$ cat config.mk
export PLATFORM = sky130hd
export DESIGN_NAME = minibus_decoder
export DESIGN_NICKNAME = d
export VERILOG_FILES = /design/src/rtl/minibus_pkg.sv /design/src/rtl/minibus_addr_match.sv /design/src/rtl/minibus_decoder.sv
export SDC_FILE = /design/constraint.sdc
export NUM_CORES = 1
export LEC_CHECK = 0
export BUFFER_PORTS_ARGS = -buffer_cell sky130_fd_sc_hd__buf_4
export CORE_AREA = 2 2 124 126
export DETAILED_ROUTE_END_ITERATION = 16
export DIE_AREA = 0 0 126 128
export PLACE_DENSITY = 0.69
export SLEW_MARGIN = 30
export SYNTH_ARGS = -nofsm -noshare
export SYNTH_HDL_FRONTEND = slang
export SYNTH_SLANG_ARGS = --single-unit
$ cat constraint.sdc
create_clock -name clk -period 6 [get_ports clk]
set_input_delay 0.6 -clock clk [delete_from_list [all_inputs] [get_ports clk]]
set_output_delay 0.6 -clock clk [all_outputs]
set_load 0.02 [all_outputs]
$ cat src/rtl/minibus_pkg.sv
// Shared minibus types: request/response packs, decoder state and region descriptors.
package minibus_pkg;

  localparam int MINIBUS_MAX_SLAVES = 16;

  typedef struct packed {
    logic [31:0] addr;
    logic        ren;
    logic        wen;
    logic [31:0] wdata;
    logic [3:0]  wstrb;
  } minibus_req_pack;

  typedef struct packed {
    logic        ready;
    logic        error;
    logic [31:0] rdata;
  } minibus_res_pack;

  typedef enum logic [1:0] {IDLE, ACCESS, RESP} minibus_dec_state_t;

  typedef struct packed {
    logic [31:0] base;
    logic [31:0] mask;
  } minibus_region_t;

  // Index width that stays legal for a single-slave build.
  function automatic int minibus_idx_w(input int n);
    return (n > 1) ? $clog2(n) : 1;
  endfunction

endpackage

$ cat src/rtl/minibus_addr_match.sv
// Combinational address-to-region matcher; the lowest matching index wins.
module minibus_addr_match
  import minibus_pkg::*;
#(
  parameter  int NUM_SLAVES = 4,
  localparam int IDX_W      = minibus_idx_w(NUM_SLAVES)
) (
  input  logic [31:0]     addr,
  input  minibus_region_t regions [NUM_SLAVES],
  output logic            hit,
  output logic [IDX_W-1:0] idx
);

  logic [NUM_SLAVES-1:0] match;

  for (genvar gi = 0; gi < NUM_SLAVES; gi++) begin : g_match
    assign match[gi] = ((addr ^ regions[gi].base) & regions[gi].mask) == 32'h0;
  end

  // Scan downwards so the lowest matching index is the last one written.
  always_comb begin
    hit = |match;
    idx = '0;
    for (int i = NUM_SLAVES - 1; i >= 0; i--) begin
      if (match[i]) idx = IDX_W'(i);
    end
  end

endmodule

$ cat src/rtl/minibus_decoder.sv
// Single-master minibus decoder: selects one slave per request, relays its response,
// and answers unmapped, illegal (ren=wen=1) and timed-out accesses with an error.
module minibus_decoder
  import minibus_pkg::*;
#(
  parameter int                       NUM_SLAVES     = 4,
  parameter logic [NUM_SLAVES*32-1:0] BASE_ADDRS     = {32'h2000_0000, 32'h1000_0000,
                                                        32'h0000_1000, 32'h0000_0000},
  parameter logic [NUM_SLAVES*32-1:0] ADDR_MASKS     = {32'hFF00_0000, 32'hFF00_0000,
                                                        32'hFFFF_F000, 32'hFFFF_F000},
  parameter int                       TIMEOUT_CYCLES = 256
) (
  input  logic                  clk,
  input  logic                  nrst,
  input  minibus_req_pack       mst_req,
  output minibus_res_pack       mst_res,
  output logic [NUM_SLAVES-1:0] slv_sel,
  output minibus_req_pack       slv_req,
  input  minibus_res_pack       slv_res [NUM_SLAVES],
  output logic                  busy,
  output logic                  timeout_evt
);

  localparam int IDX_W = minibus_idx_w(NUM_SLAVES);
  localparam int CNT_W = $clog2(TIMEOUT_CYCLES + 1);

  minibus_region_t regions [NUM_SLAVES];

  for (genvar gi = 0; gi < NUM_SLAVES; gi++) begin : g_region
    assign regions[gi].base = BASE_ADDRS[32*gi +: 32];
    assign regions[gi].mask = ADDR_MASKS[32*gi +: 32];
  end

  logic             hit;
  logic [IDX_W-1:0] hit_idx;

  minibus_addr_match #(.NUM_SLAVES(NUM_SLAVES)) u_match (
    .addr    (mst_req.addr),
    .regions (regions),
    .hit     (hit),
    .idx     (hit_idx)
  );

  minibus_dec_state_t    state_q, state_d;
  logic [IDX_W-1:0]      idx_q, idx_d;
  logic [CNT_W-1:0]      cnt_q, cnt_d;
  logic [NUM_SLAVES-1:0] sel_q, sel_d;
  minibus_req_pack       req_q, req_d;
  minibus_res_pack       res_q, res_d;
  logic                  tmo_q, tmo_d;
  minibus_res_pack       cur_res;

  assign cur_res = slv_res[idx_q];

  // mst_res and timeout_evt default to zero so they only pulse in the RESP cycle.
  always_comb begin
    state_d = state_q;
    idx_d   = idx_q;
    cnt_d   = cnt_q;
    sel_d   = sel_q;
    req_d   = req_q;
    res_d   = '0;
    tmo_d   = 1'b0;
    case (state_q)
      IDLE: begin
        if (mst_req.ren || mst_req.wen) begin
          if (hit && (mst_req.ren ^ mst_req.wen)) begin
            state_d        = ACCESS;
            req_d          = mst_req;
            idx_d          = hit_idx;
            cnt_d          = '0;
            sel_d          = '0;
            sel_d[hit_idx] = 1'b1;
          end else begin
            state_d     = RESP;
            res_d.ready = 1'b1;
            res_d.error = 1'b1;
          end
        end
      end
      ACCESS: begin
        if (cur_res.ready) begin
          state_d     = RESP;
          sel_d       = '0;
          req_d       = '0;
          res_d.ready = 1'b1;
          res_d.error = cur_res.error;
          res_d.rdata = req_q.wen ? 32'h0 : cur_res.rdata;
        end else if (cnt_q == CNT_W'(TIMEOUT_CYCLES - 1)) begin
          state_d     = RESP;
          sel_d       = '0;
          req_d       = '0;
          res_d.ready = 1'b1;
          res_d.error = 1'b1;
          tmo_d       = 1'b1;
        end else begin
          cnt_d = cnt_q + 1'b1;
        end
      end
      RESP:    state_d = IDLE;
      default: state_d = IDLE;
    endcase
  end

  always_ff @(posedge clk or negedge nrst) begin
    if (!nrst) begin
      state_q <= IDLE;
      idx_q   <= '0;
      cnt_q   <= '0;
      sel_q   <= '0;
      req_q   <= '0;
      res_q   <= '0;
      tmo_q   <= 1'b0;
    end else begin
      state_q <= state_d;
      idx_q   <= idx_d;
      cnt_q   <= cnt_d;
      sel_q   <= sel_d;
      req_q   <= req_d;
      res_q   <= res_d;
      tmo_q   <= tmo_d;
    end
  end

  assign mst_res     = res_q;
  assign slv_sel     = sel_q;
  assign slv_req     = req_q;
  assign timeout_evt = tmo_q;
  assign busy        = (state_q != IDLE);

endmodule

==> summary.txt, run 1 <==
Synth
  – Mapped Avg Cell Area: 14.2 sq um
  – Synth Cell Area: 5390 sq um
  – Synth warn: 0
  – Number of synthesized flops with an enable pin: 0
  – Fraction of registers with async set/reset: 1.00
  – Net count after synthesis: 591
  – Synth cell types: 41
  – Post-synthesis register bit count: 122
  – Sequential share of the synthesized area: 0.566
  – Synth Instances: 380
  – Post-synth top flop: dfrtp_1

Detailed routing
  – Pre-Repair DR Iteration Count: 4
  – Drt first-iter violations: 241
  – Drt wl/cell: 18.9 um
  – Vias/cell: 5.19
  – Detail Route Antenna Nets: 0
  – Via count of the routed design: 4,629
  – Remaining DRCs: 0
  – Final WL: 16,800 um

Global routing
  – Tot GR Track Use: 0.202
  – Initial antenna violation count: 0
  – Total gr overflow: 0
  – First-pass GRT wire length: 25,100 um
  – Pin count of the biggest net entering global routing: 75
  – Vias in the first global route: 4,628

Cells and area
  – Diode count: 0
  – Post-route cell area: 8520 sq um
  – Fin cells: 892
  – Final #Nets: 902
  – Layout cell share with drive strength beyond 1: 0.570
  – Layout area overhead: 58.0%
  – Layout fillers: 1,250
  – Layout Utilization: 0.573

Timing
  – Final Cycle Share: 0.542
  – Final setup TNS: 0 ps
  – RSZ-0062 raised after global routing: false
  – Max Slew Vio Count: 0
  – Worst Max-Slew Pin Slew: 813 ps
  – Final Hold Fails: 0
  – Max Clk Rate: 307 MHz
  – WHS: 251 ps
  – Clock skew: 4.53 ps
  – Worst slew margin: 0.453
  – Final min period: 3250 ps
  – Fin worst setup slack: 2750 ps
  – Final setup fails: 0

Setup path
  – Crit Path Max Fanout: 74
  – Critical Path Max Stage Delay: 870 ps
  – Critical Path RT: 6340 ps
  – Crit path cell chain: buf_4, mux4_2, o21ai_1, a2bb2oi_4, buf_4, a22o_1
  – R2R depth: 6
  – Kind of start point of the critical path: register
  – Master of the slowest instance on the critical path: mux4_2
  – Crit path max-delay family: buffers and inverters
  – Top cell by count, worst path: buf_4
  – Critical R2R Launch: idx_q[0]$_DFFE_PN0P_
  – Critical path type: register to register
  – Reg2Reg Setup Slack: 2750 ps
  – Critical Path End Type: register
  – Worst path bufs/invs: 2
  – Reg-to-reg critical path endpoint: slv_req[38]$_DFFE_PN0P_
  – CP arrival: 3600 ps

Clocking
  – Post-CTS setup buffers: 0
  – Clock latency at the later pin of the worst-skew pair: 410 ps
  – Clk sinks: 122
  – Hold_buf cts: 0
  – CTS Buf Count: 17
  – H-tree Lvls: 4
  – Root Driver: clkbuf_16
  – CTS tree: yes
  – # resized after CTS: 0
  – Clock slew at reported path FFs: 60 ps
  – Max clock buf depth: 2

Floorplan
  – Io pins: 318
  – Core Area: 14,900 sq um
  – FP Rows: 45
  – Die ar.: 16,100 sq um
  – Initial core utilization: 0.363
  – Die Y: 128 um
  – Die X-Extent: 126 um

Worst hold path
  – Class of the worst hold path: primary input to async pin

Run
  – Total of max-cap violations: 0

Placed design
  – # placed instances: 860
  – Place WS: 2760 ps
  – Final HPWL DP: 12,800 um
  – Port Buffer Count: 317
  – GP Congestion: 0.872
  – Placed inst area: 7890 sq um

Power
  – VDD IR max: 0.183 mV
  – Power Density: 262 nW/um^2
  – LEAKAGE: 4.39 nW
  – Power Total: 2.23 mW

Outcome
  – Status: completed
==> state kept, by name, summed over array words and instances, names as in the netlist <==
name / flops
cnt_q: 9
idx_q: 2
mst_res: 34
slv_req: 70
slv_sel: 4
state_q: 2
timeout_evt: 1
==> cell type report <==
| type | count | area [sq um] | area share |
|---|---|---|---|
| Sequential cell | 122 | 3050 | 0.359 |
| Clock inverter | 10 | 139 | 0.0163 |
| Clock buffer | 22 | 484 | 0.0568 |
| Multi-Input combinational cell | 222 | 2160 | 0.254 |
| Tap cell | 188 | 235 | 0.0276 |
| Inverter | 5 | 18.8 | 0.00220 |
| Timing Repair Buffer | 323 | 2420 | 0.285 |
==> synthesized netlist by cell type, types with 6 or more instances <==
cell | count | share of area
dfrtp_1 | 122 | 0.57
a22o_1 | 66 | 0.11
and3_1 | 34 | 0.039
mux4_2 | 34 | 0.14
clkbuf_1 | 12 | 0.0084
buf_2 | 10 | 0.0093
nand2_1 | 9 | 0.0063
o21ai_0 | 8 | 0.0074
a21oi_1 | 7 | 0.0065
buf_6 | 7 | 0.015
nor2_1 | 7 | 0.0049
and2_1 | 6 | 0.0070
nor4_1 | 6 | 0.0070
==> layout by cell type (no fill, tap or decap), drive strengths merged, types with 2 or more instances in the layout <==
cell type  count
nor4           6
a32o           2
nand2          9
a41oi          2
or3            4
buf          323
clkinvlp       4
mux4          34
dfrtp        122
mux2i          2
clkinv         2
inv            6
or4            2
a21oi          7
a31oi          2
and3          34
nor2           7
clkbuf        22
a22o          66
and2           6
bufinv         3
mux2           3
nand3          3
nor3           6
o21ai         10
ha             3
or2            2
==> how the worst max path moves through the flow <==
stage | start | to | slack (ps) | depth (start not counted)
final | idx_q[0]$_DFFE_PN0P_ | slv_req[38]$_DFFE_PN0P_ | 2750 | 6
after global routing | idx_q[0]$_DFFE_PN0P_ | slv_req[33]$_DFFE_PN0P_ | 2530 | 6
after CTS | idx_q[0]$_DFFE_PN0P_ | slv_req[67]$_DFFE_PN0P_ | 2720 | 6
after detailed placement | idx_q[0]$_DFFE_PN0P_ | slv_req[32]$_DFFE_PN0P_ | 2760 | 6
after global placement | idx_q[0]$_DFFE_PN0P_ | slv_req[27]$_DFFE_PN0P_ | 2820 | 6
after floorplan | mst_req[62] | idx_q[0]$_DFFE_PN0P_ | 3570 | 5
==> power breakdown <==
part / internal [mW] / total [mW] / switching [mW]
Clock: 0.697 / 1.06 / 0.364
Combinational: 0.169 / 0.286 / 0.117
Sequential: 0.858 / 0.884 / 0.0258
Total: 1.72 / 2.23 / 0.507
==> cells by family (layout without fill, tap and decap cells) <==
group	after synthesis	count (layout)	share of synthesized area
AO/OA/AOI/OAI	96	96	0.144
adder cells (fa/ha/maj)	3	3	0.00696
AND/OR/NAND/NOR	82	82	0.0887
flip-flops	122	122	0.566
buffers and inverters	36	360	0.0385
XOR/XNOR	2	2	0.00325
multiplexers	39	39	0.152
==> routing by layer <==
layer	GRT usage	routed length, um	up-vias
met5	0	0	-
met4	0.0860	324	0
met3	0.0714	1540	25
met2	0.334	8530	242
met1	0.241	6430	2254
li1	-	-	2108
==> worst reg2reg max path, delay by kind of cell, from the launching register on <==
family,cells,cell delay [ps]
AO/OA/AOI/OAI,3,850
buffers and inverters,2,1110
flip-flops,1,330
multiplexers,1,900
(Power assumes the default switching activity.)
==> run 2: changes to the inputs <==
--- a/config.mk
+++ b/config.mk
@@ -5,11 +5,12 @@
 export SDC_FILE = /design/constraint.sdc
 export NUM_CORES = 1
 export LEC_CHECK = 0
+export ABC_AREA = 1
 export BUFFER_PORTS_ARGS = -buffer_cell sky130_fd_sc_hd__buf_4
 export CORE_AREA = 2 2 124 126
 export DETAILED_ROUTE_END_ITERATION = 16
 export DIE_AREA = 0 0 126 128
-export PLACE_DENSITY = 0.69
+export PLACE_DENSITY = 0.76
 export SLEW_MARGIN = 30
 export SYNTH_ARGS = -nofsm -noshare
 export SYNTH_HDL_FRONTEND = slang
==> constraint.sdc (replaced) <==
create_clock -name clk -period 3 [get_ports clk]
set_input_delay 0.3 -clock clk [delete_from_list [all_inputs] [get_ports clk]]
set_output_delay 0.3 -clock clk [all_outputs]
set_load 0.02 [all_outputs]
==> run 2 against run 1 <==
Synthesized cell count increased by 120%. Register-to-register slack lost 2200 ps. Wire length is 22% higher. Combinational power rose to 5.3 times the previous value. Flip-flop and latch count stayed put. Total power grew to 2.7 times the previous value. Sequential power grew 140%. Clock-buffer cell count is 3 lower. Fmax grew 31%. Critical endpoint is now slv_req[22]$_DFFE_PN0P_. Largest cell class unchanged. Largest power group unchanged.
==> summary.txt, run 2 <==
Outcome
  – Status: completed

Detailed routing
  – Final WL: 20,600 um
  – Pre-Repair DR Iteration Count: 5
  – Detail Route Antenna Nets: 0
  – Drt first-iter violations: 410
  – Vias/cell: 5.00
  – Via count of the routed design: 6,739
  – Drt wl/cell: 15.3 um
  – Remaining DRCs: 0

Power
  – Comb pwr share: 0.255
  – Switching power: 1.78 mW
  – VDD IR max: 0.351 mV
  – Sw Ratio: 0.298
  – Power Density: 628 nW/um^2
  – Part of the power in registers: 0.348
  – Clk pwr share: 0.397
  – Internal power: 4.20 mW
  – LEAKAGE: 5.49 nW

Setup path
  – Critical Path Max Stage Delay: 390 ps
  – WP depth: 17
  – Top cell by count, worst path: nand2_1
  – Critical path type: register to register
  – Reg-to-reg critical path endpoint: slv_req[22]$_DFFE_PN0P_
  – Worst path bufs/invs: 4
  – Reg2Reg Setup Slack: 510 ps
  – Critical Path End Type: register
  – Crit Path Max Fanout: 68
  – Crit path max-delay family: simple AND/OR/NAND/NOR gates
  – Master of the slowest instance on the critical path: dfrtp_1
  – Critical Path RT: 3300 ps
  – Kind of start point of the critical path: register
  – R2R depth: 17
  – CP arrival: 2780 ps
  – Setup crit start: cnt_q[0]$_DFFE_PN0P_
  – Critical R2R Launch: cnt_q[0]$_DFFE_PN0P_
  – Crit path cell chain: ha_1, nand2_1, inv_1, nand2_1, nor2_1, nand3_1, nor2_1, ha_1, inv_1, nand2_2, inv_2, nand2_2, nand2_2, inv_4, nand2_8, nand2_1, nand2_1
  – CP Capture Point: slv_req[22]$_DFFE_PN0P_

Cells and area
  – Layout Utilization: 0.641
  – Layout area overhead: 48.7%
  – Final #Nets: 1,355
  – Most common cell after layout, fill and taps aside: buf_4
  – Layout cell share with drive strength beyond 1: 0.336
  – Layout fillers: 1,312
  – Highest-count cells in the layout ignoring fill and taps: buf_4 (328), nand2_1 (275), dfrtp_1 (121), nor2_1 (96), nand3_1 (86)
  – Number of flip-flops in the largest register: 70

Synth
  – Sequential share of the synthesized area: 0.477
  – Mapped Avg Cell Area: 7.52 sq um
  – Post-synthesis register bit count: 122
  – Post-synth top area cell: dfrtp_1
  – Synth Cell Area: 6400 sq um
  – Most common cell in the synthesized netlist: nand2_1
  – Post-synth top flop: dfrtp_1
  – Top cells by area, synth: dfrtp_1 (48%), nand2_1 (16%), nand3_1 (6.7%), nor2_1 (5.6%), a21oi_1 (5.2%)
  – Synth top area share: 0.477
  – Number of synthesized flops with an enable pin: 0
  – Synth Instances: 852
  – Net count after synthesis: 1,063
  – Synth cell types: 28
  – Fraction of registers with async set/reset: 1.00
  – Synth warn: 0
  – Commonest cells post-synth: nand2_1 (275), dfrtp_1 (122), nor2_1 (96)

Placed design
  – GP Congestion: 0.828
  – Final HPWL DP: 14,900 um
  – Port Buffer Count: 317

Timing
  – Final min period: 2490 ps
  – Max Clk Rate: 402 MHz
  – Max Slew Vio Count: 0
  – Worst slew margin: 0.551
  – Final Cycle Share: 0.829
  – Worst Max-Slew Pin Slew: 674 ps
  – Final setup TNS: 0 ps
  – RSZ-0062 raised after global routing: false
  – Final setup fails: 0
  – Final Hold Fails: 0
  – Clock skew: 8.63 ps

Worst hold path
  – Hold path cells: 3
  – Class of the worst hold path: primary input to register

Global routing
  – First-pass GRT wire length: 32,500 um
  – Met1 usage: 0.307
  – GRT busiest layer: met2
  – Vias in the first global route: 6,534
  – Total gr overflow: 0
  – GRT met2 Usage: 0.424
  – Initial antenna violation count: 2
  – Routing usage on met3: 0.0768
  – Tot GR Track Use: 0.252
  – Pin count of the biggest net entering global routing: 69

Clocking
  – Clock latency at the later pin of the worst-skew pair: 410 ps
  – Post-CTS setup buffers: 0
  – Max clock buf depth: 2
  – Root Driver: clkbuf_16
  – CTS Buf Count: 17
  – Clock slew at reported path FFs: 60 ps
  – H-tree Lvls: 4
  – Clk sinks: 122
  – CTS tree: yes

Floorplan
  – FP Rows: 45
  – Core Area: 14,900 sq um
  – Die ar.: 16,100 sq um
  – Io pins: 318
  – Initial core utilization: 0.431
  – Die X-Extent: 126 um
  – Die Y: 128 um

Run
  – Total of max-cap violations: 0
run 2: cell count changes in the layout (fill, tap and decap cells not counted), moves of 13 or more:
cell / previous run / this run
mux4_2: 34 / 0
inv_1: 5 / 76
a211oi_2: 0 / 13
and3_1: 34 / 0
a22o_1: 66 / 0
nand2_1: 9 / 275
nor2_1: 6 / 96
nand3_1: 3 / 86
a211oi_1: 1 / 19
a21oi_1: 7 / 66
run 2: metal layers:
metal | wire [um] | vias up
met5 | 0 | -
met4 | 378 | 0
met3 | 1760 | 22
met2 | 10200 | 291
met1 | 8210 | 3140
li1 | - | 3286
run 2: cells by family after synthesis:
group | count (synthesis) | synth area share
flops | 122 | 0.477
simple gates | 474 | 0.303
fa+ha+maj | 3 | 0.00586
compound gates | 113 | 0.114
buf+inv | 138 | 0.0975
xor+xnor | 2 | 0.00274
run 2: layout make-up:
type / count / area [sq um] / share of cell area
antenna: 2 / 5.00 / 0.000526
clock buffer: 19 / 453 / 0.0476
clock inverter: 13 / 238 / 0.0250
inverter: 81 / 309 / 0.0325
multi-input combinational: 592 / 2740 / 0.287
sequential: 122 / 3050 / 0.321
tap: 188 / 235 / 0.0247
timing repair buffer: 330 / 2490 / 0.262
run 2: power by group through the flow:
stage          clock (mW)  combinational, mW  sequential (mW)
2_1_floorplan           0              0.425             2.42
3_3_place_gp            0               1.50             2.10
3_5_place_dp            0               1.53             2.10
4_1_cts              2.41               1.54             2.08
5_1_grt              2.49               1.66             2.11
6_report             2.37               1.53             2.08
run 2: repair_timing:
action / in CTS / in global routing
hold endpoints to repair: 46 / 0
resized for setup: 0 / 1
hold buffers: 1 / 0
setup endpoints to repair: 0 / 7
run 2: worst min path at each step:
stage	startpoint	endpoint	slack [ps]
2_1_floorplan	nrst	cnt_q[0]$_DFFE_PN0P_	4
3_3_place_gp	nrst	slv_req[31]$_DFFE_PN0P_	380
3_5_place_dp	nrst	slv_req[31]$_DFFE_PN0P_	370
4_1_cts	slv_res[48]	mst_res[14]$_DFF_PN0_	130
5_1_grt	slv_res[61]	mst_res[27]$_DFF_PN0_	140
6_report	slv_res[59]	mst_res[25]$_DFF_PN0_	150
run 2: tightest hold or removal path: cells and delay by family:
kind | cells | cell delay [ps]
and+or+nand+nor | 1 | 50
AOI/OAI and AO/OA | 1 | 60
buffers and inverters | 1 | 110
run 2: per-stage QoR:
step | instances | hold WS (ps) | power, mW | instance area, sq um | worst slack (ps)
3_3_place_gp | 1312 | 380 | 3.61 | 8810 | 472
2_1_floorplan | 852 | 4.41 | 2.84 | 6400 | 932
3_5_place_dp | 1312 | 375 | 3.64 | 8810 | 377
6_report | 1347 | 147 | 5.98 | 9520 | 514
5_1_grt | 1347 | 145 | 6.26 | 9520 | 175
4_1_cts | 1345 | 134 | 6.03 | 9510 | 340
==> run 3: changes to the inputs <==
--- a/config.mk
+++ b/config.mk
@@ -7,9 +7,9 @@
 export LEC_CHECK = 0
 export ABC_AREA = 1
 export BUFFER_PORTS_ARGS = -buffer_cell sky130_fd_sc_hd__buf_4
-export CORE_AREA = 2 2 124 126
+export CORE_AREA = 2 2 134 123
 export DETAILED_ROUTE_END_ITERATION = 16
-export DIE_AREA = 0 0 126 128
+export DIE_AREA = 0 0 136 125
 export PLACE_DENSITY = 0.76
 export SLEW_MARGIN = 30
 export SYNTH_ARGS = -nofsm -noshare
==> constraint.sdc (replaced) <==
create_clock -name clk -period 2 [get_ports clk]
set_input_delay 0.2 -clock clk [delete_from_list [all_inputs] [get_ports clk]]
set_output_delay 0.2 -clock clk [all_outputs]
set_load 0.02 [all_outputs]
==> run 3 against run 2 <==
The flow now finishes with violations (setup timing). Highest routed layer unchanged. Fmax is 18% higher. Register-to-register slack worse by 610 ps. Clock-buffer cell count rose by 1. Hold slack worse by 100 ps. Core utilization fell by 1.4 points. Total power increased by 48%. Wire length rose by 3.2%. Clock skew up 1.2 ps. Sequential share of layout area down 1.1 points. Combinational power rose by 59%. First-iteration DRC count shrank 12%. Non-clock buffer count rose by 20.
==> summary.txt, run 3 (synthesized netlist as in run 2, its figures left out) <==
Outcome
  – Status: finished, violations left
  – Failing checks: setup timing

Detailed routing
  – Drt wl/cell: 15.3 um
  – Via count of the routed design: 6,864
  – Pre-Repair DR Iteration Count: 5
  – Drt first-iter violations: 359
  – Vias/cell: 4.96
  – Remaining DRCs: 0
  – Detail Route Antenna Nets: 0
  – Final WL: 21,200 um

Floorplan
  – Core Area: 15,700 sq um
  – Io pins: 318
  – Die ar.: 17,000 sq um
  – Die X-Extent: 136 um
  – FP Rows: 44
  – Initial core utilization: 0.407
  – Die Y: 125 um

Global routing
  – Initial antenna violation count: 2
  – Tot GR Track Use: 0.242
  – Vias in the first global route: 6,635
  – Pin count of the biggest net entering global routing: 83
  – Total gr overflow: 0
  – First-pass GRT wire length: 32,600 um

Cells and area
  – Fin cells: 1,385
  – Highest-count cells in the layout ignoring fill and taps: buf_4 (334), nand2_1 (271), dfrtp_1 (121), nor2_1 (95), nand3_1 (86)
  – Most common cell after layout, fill and taps aside: buf_4
  – Number of flip-flops in the largest register: 70
  – Final #Nets: 1,375
  – Layout fillers: 1,424
  – FF+latch area: 3050 sq um
  – Multi-input gate area: 2780 sq um
  – Layout area overhead: 54.1%
  – Layout cell share with drive strength beyond 1: 0.355

Clocking
  – H-tree Lvls: 4
  – Clock latency at the later pin of the worst-skew pair: 420 ps
  – Root Driver: clkbuf_16
  – Max clock buf depth: 2
  – Clk sinks: 122
  – CTS Buf Count: 17
  – CTS tree: yes
  – Clock slew at reported path FFs: 50 ps

Setup path
  – Kind of start point of the critical path: register
  – Crit Path Max Fanout: 17
  – Master of the slowest instance on the critical path: dfrtp_1
  – Critical Path Max Stage Delay: 360 ps
  – Critical path type: register to register
  – Critical Path RT: 2300 ps
  – CP arrival: 2400 ps
  – Crit path max-delay family: simple AND/OR/NAND/NOR gates
  – Worst path bufs/invs: 5
  – Critical Path End Type: register
  – Crit path cell chain: ha_2, nand2_2, inv_2, nand2_2, nor2_2, nand3_1, nor2_1, ha_1, inv_2, nand2_2, inv_2, nand2_4, nand2_4, clkinv_8, nand2_8, clkbuf_16, nand2_1, nand2_1

Placed design
  – # placed instances: 1,342
  – Port Buffer Count: 317
  – Place WS: -57.2 ps
  – Final HPWL DP: 14,900 um
  – GP Congestion: 0.835

Timing
  – Final Hold Fails: 0
  – Max Clk Rate: 476 MHz
  – Clock skew: 9.79 ps
  – Final setup fails: 73
  – Worst slew margin: 0.626
  – Worst Max-Slew Pin Slew: 560 ps
  – RSZ-0062 raised after global routing: true
  – Final Cycle Share: 1.05
  – Fin worst setup slack: -99.9 ps
  – Max Slew Vio Count: 0
  – Final min period: 2100 ps

Run
  – Total of max-cap violations: 0

Power
  – Power Density: 895 nW/um^2
  – VDD IR max: 0.603 mV
  – LEAKAGE: 5.64 nW

Worst hold path
  – Class of the worst hold path: primary input to register
## run 3: cell types whose count changed in the layout (fill, tap and decap cells not counted), moves of 3 or more
cell,before,now
clkbuf_16,17,20
a21boi_2,0,3
a21boi_0,6,0
buf_4,328,334
a21boi_1,0,3
nand2_1,275,271
buf_12,1,9
nand2_4,0,3
## run 3: repair_timing
item                       CTS  global route
pin swaps                    0             1
hold buffers                 1             0
gates resized for setup      7            18
setup buffers                0             5
hold endpoints to repair   122             0
setup endpoints to repair   74            84
cloned                       0             4
## run 3: per-layer routing
| metal | track usage | up-vias | routed length [um] | part of all wire |
|---|---|---|---|---|
| met1 | 0.292 | 3184 | 8260 | 0.39 |
| li1 | - | 3336 | - | - |
| met3 | 0.0758 | 49 | 1780 | 0.084 |
| met2 | 0.394 | 295 | 10400 | 0.49 |
| met4 | 0.113 | 0 | 765 | 0.036 |
| met5 | 0 | - | 0 | 0 |
## run 3: path summary, 6_finish.rpt
kind                                         start                 endpoint  slack, ps  depth (start not counted)
setup / recovery              cnt_q[0]$_DFFE_PN0P_  slv_req[19]$_DFFE_PN0P_       -100                         18
hold / removal                         slv_res[48]    mst_res[14]$_DFF_PN0_         40                          3
hold reg to reg            slv_req[51]$_DFFE_PN0P_  slv_req[51]$_DFFE_PN0P_        470                          2
setup reg to reg              cnt_q[0]$_DFFE_PN0P_  slv_req[19]$_DFFE_PN0P_       -100                         18
max in group asynchronous                     nrst     idx_q[0]$_DFFE_PN0P_       1140                          3
min in group asynchronous                     nrst  slv_req[25]$_DFFE_PN0P_        160                          2
## run 3: through the flow
stage,hold WS (ps),setup TNS [ps],total power [mW],util,cell area (sq um)
floorplan,-95.6,-396,4.27,-,6420
global placement,44.1,0,5.47,0.573,9030
detailed placement,42.3,-2820,5.51,0.573,9030
CTS,25.8,-3050,8.80,0.614,9670
global route,39.1,-15730,9.24,0.627,9870
finish,43.5,-4360,8.83,0.627,9870
## run 3: final cells by class
type | instances | area share
Sequential cell | 122 | 0.309
Timing Repair Buffer | 350 | 0.287
Multi-Input combinational cell | 592 | 0.281
Clock buffer | 20 | 0.0463
Inverter | 81 | 0.0323
Tap cell | 207 | 0.0262
Clock inverter | 11 | 0.0172
Antenna cell | 2 | 0.000507
## run 3: worst register-to-register path, delay by kind of cell, from the launching register on
kind / cells / cell delay (ps)
fa+ha+maj: 2 / 350
simple gates: 11 / 830
buf+inv: 5 / 460
flops: 1 / 360
## run 3: power breakdown
| group | internal, mW | switching (mW) | total (mW) |
|---|---|---|---|
| clock network | 2.14 | 1.12 | 3.26 |
| logic | 1.11 | 1.33 | 2.44 |
| registers | 2.88 | 0.252 | 3.13 |
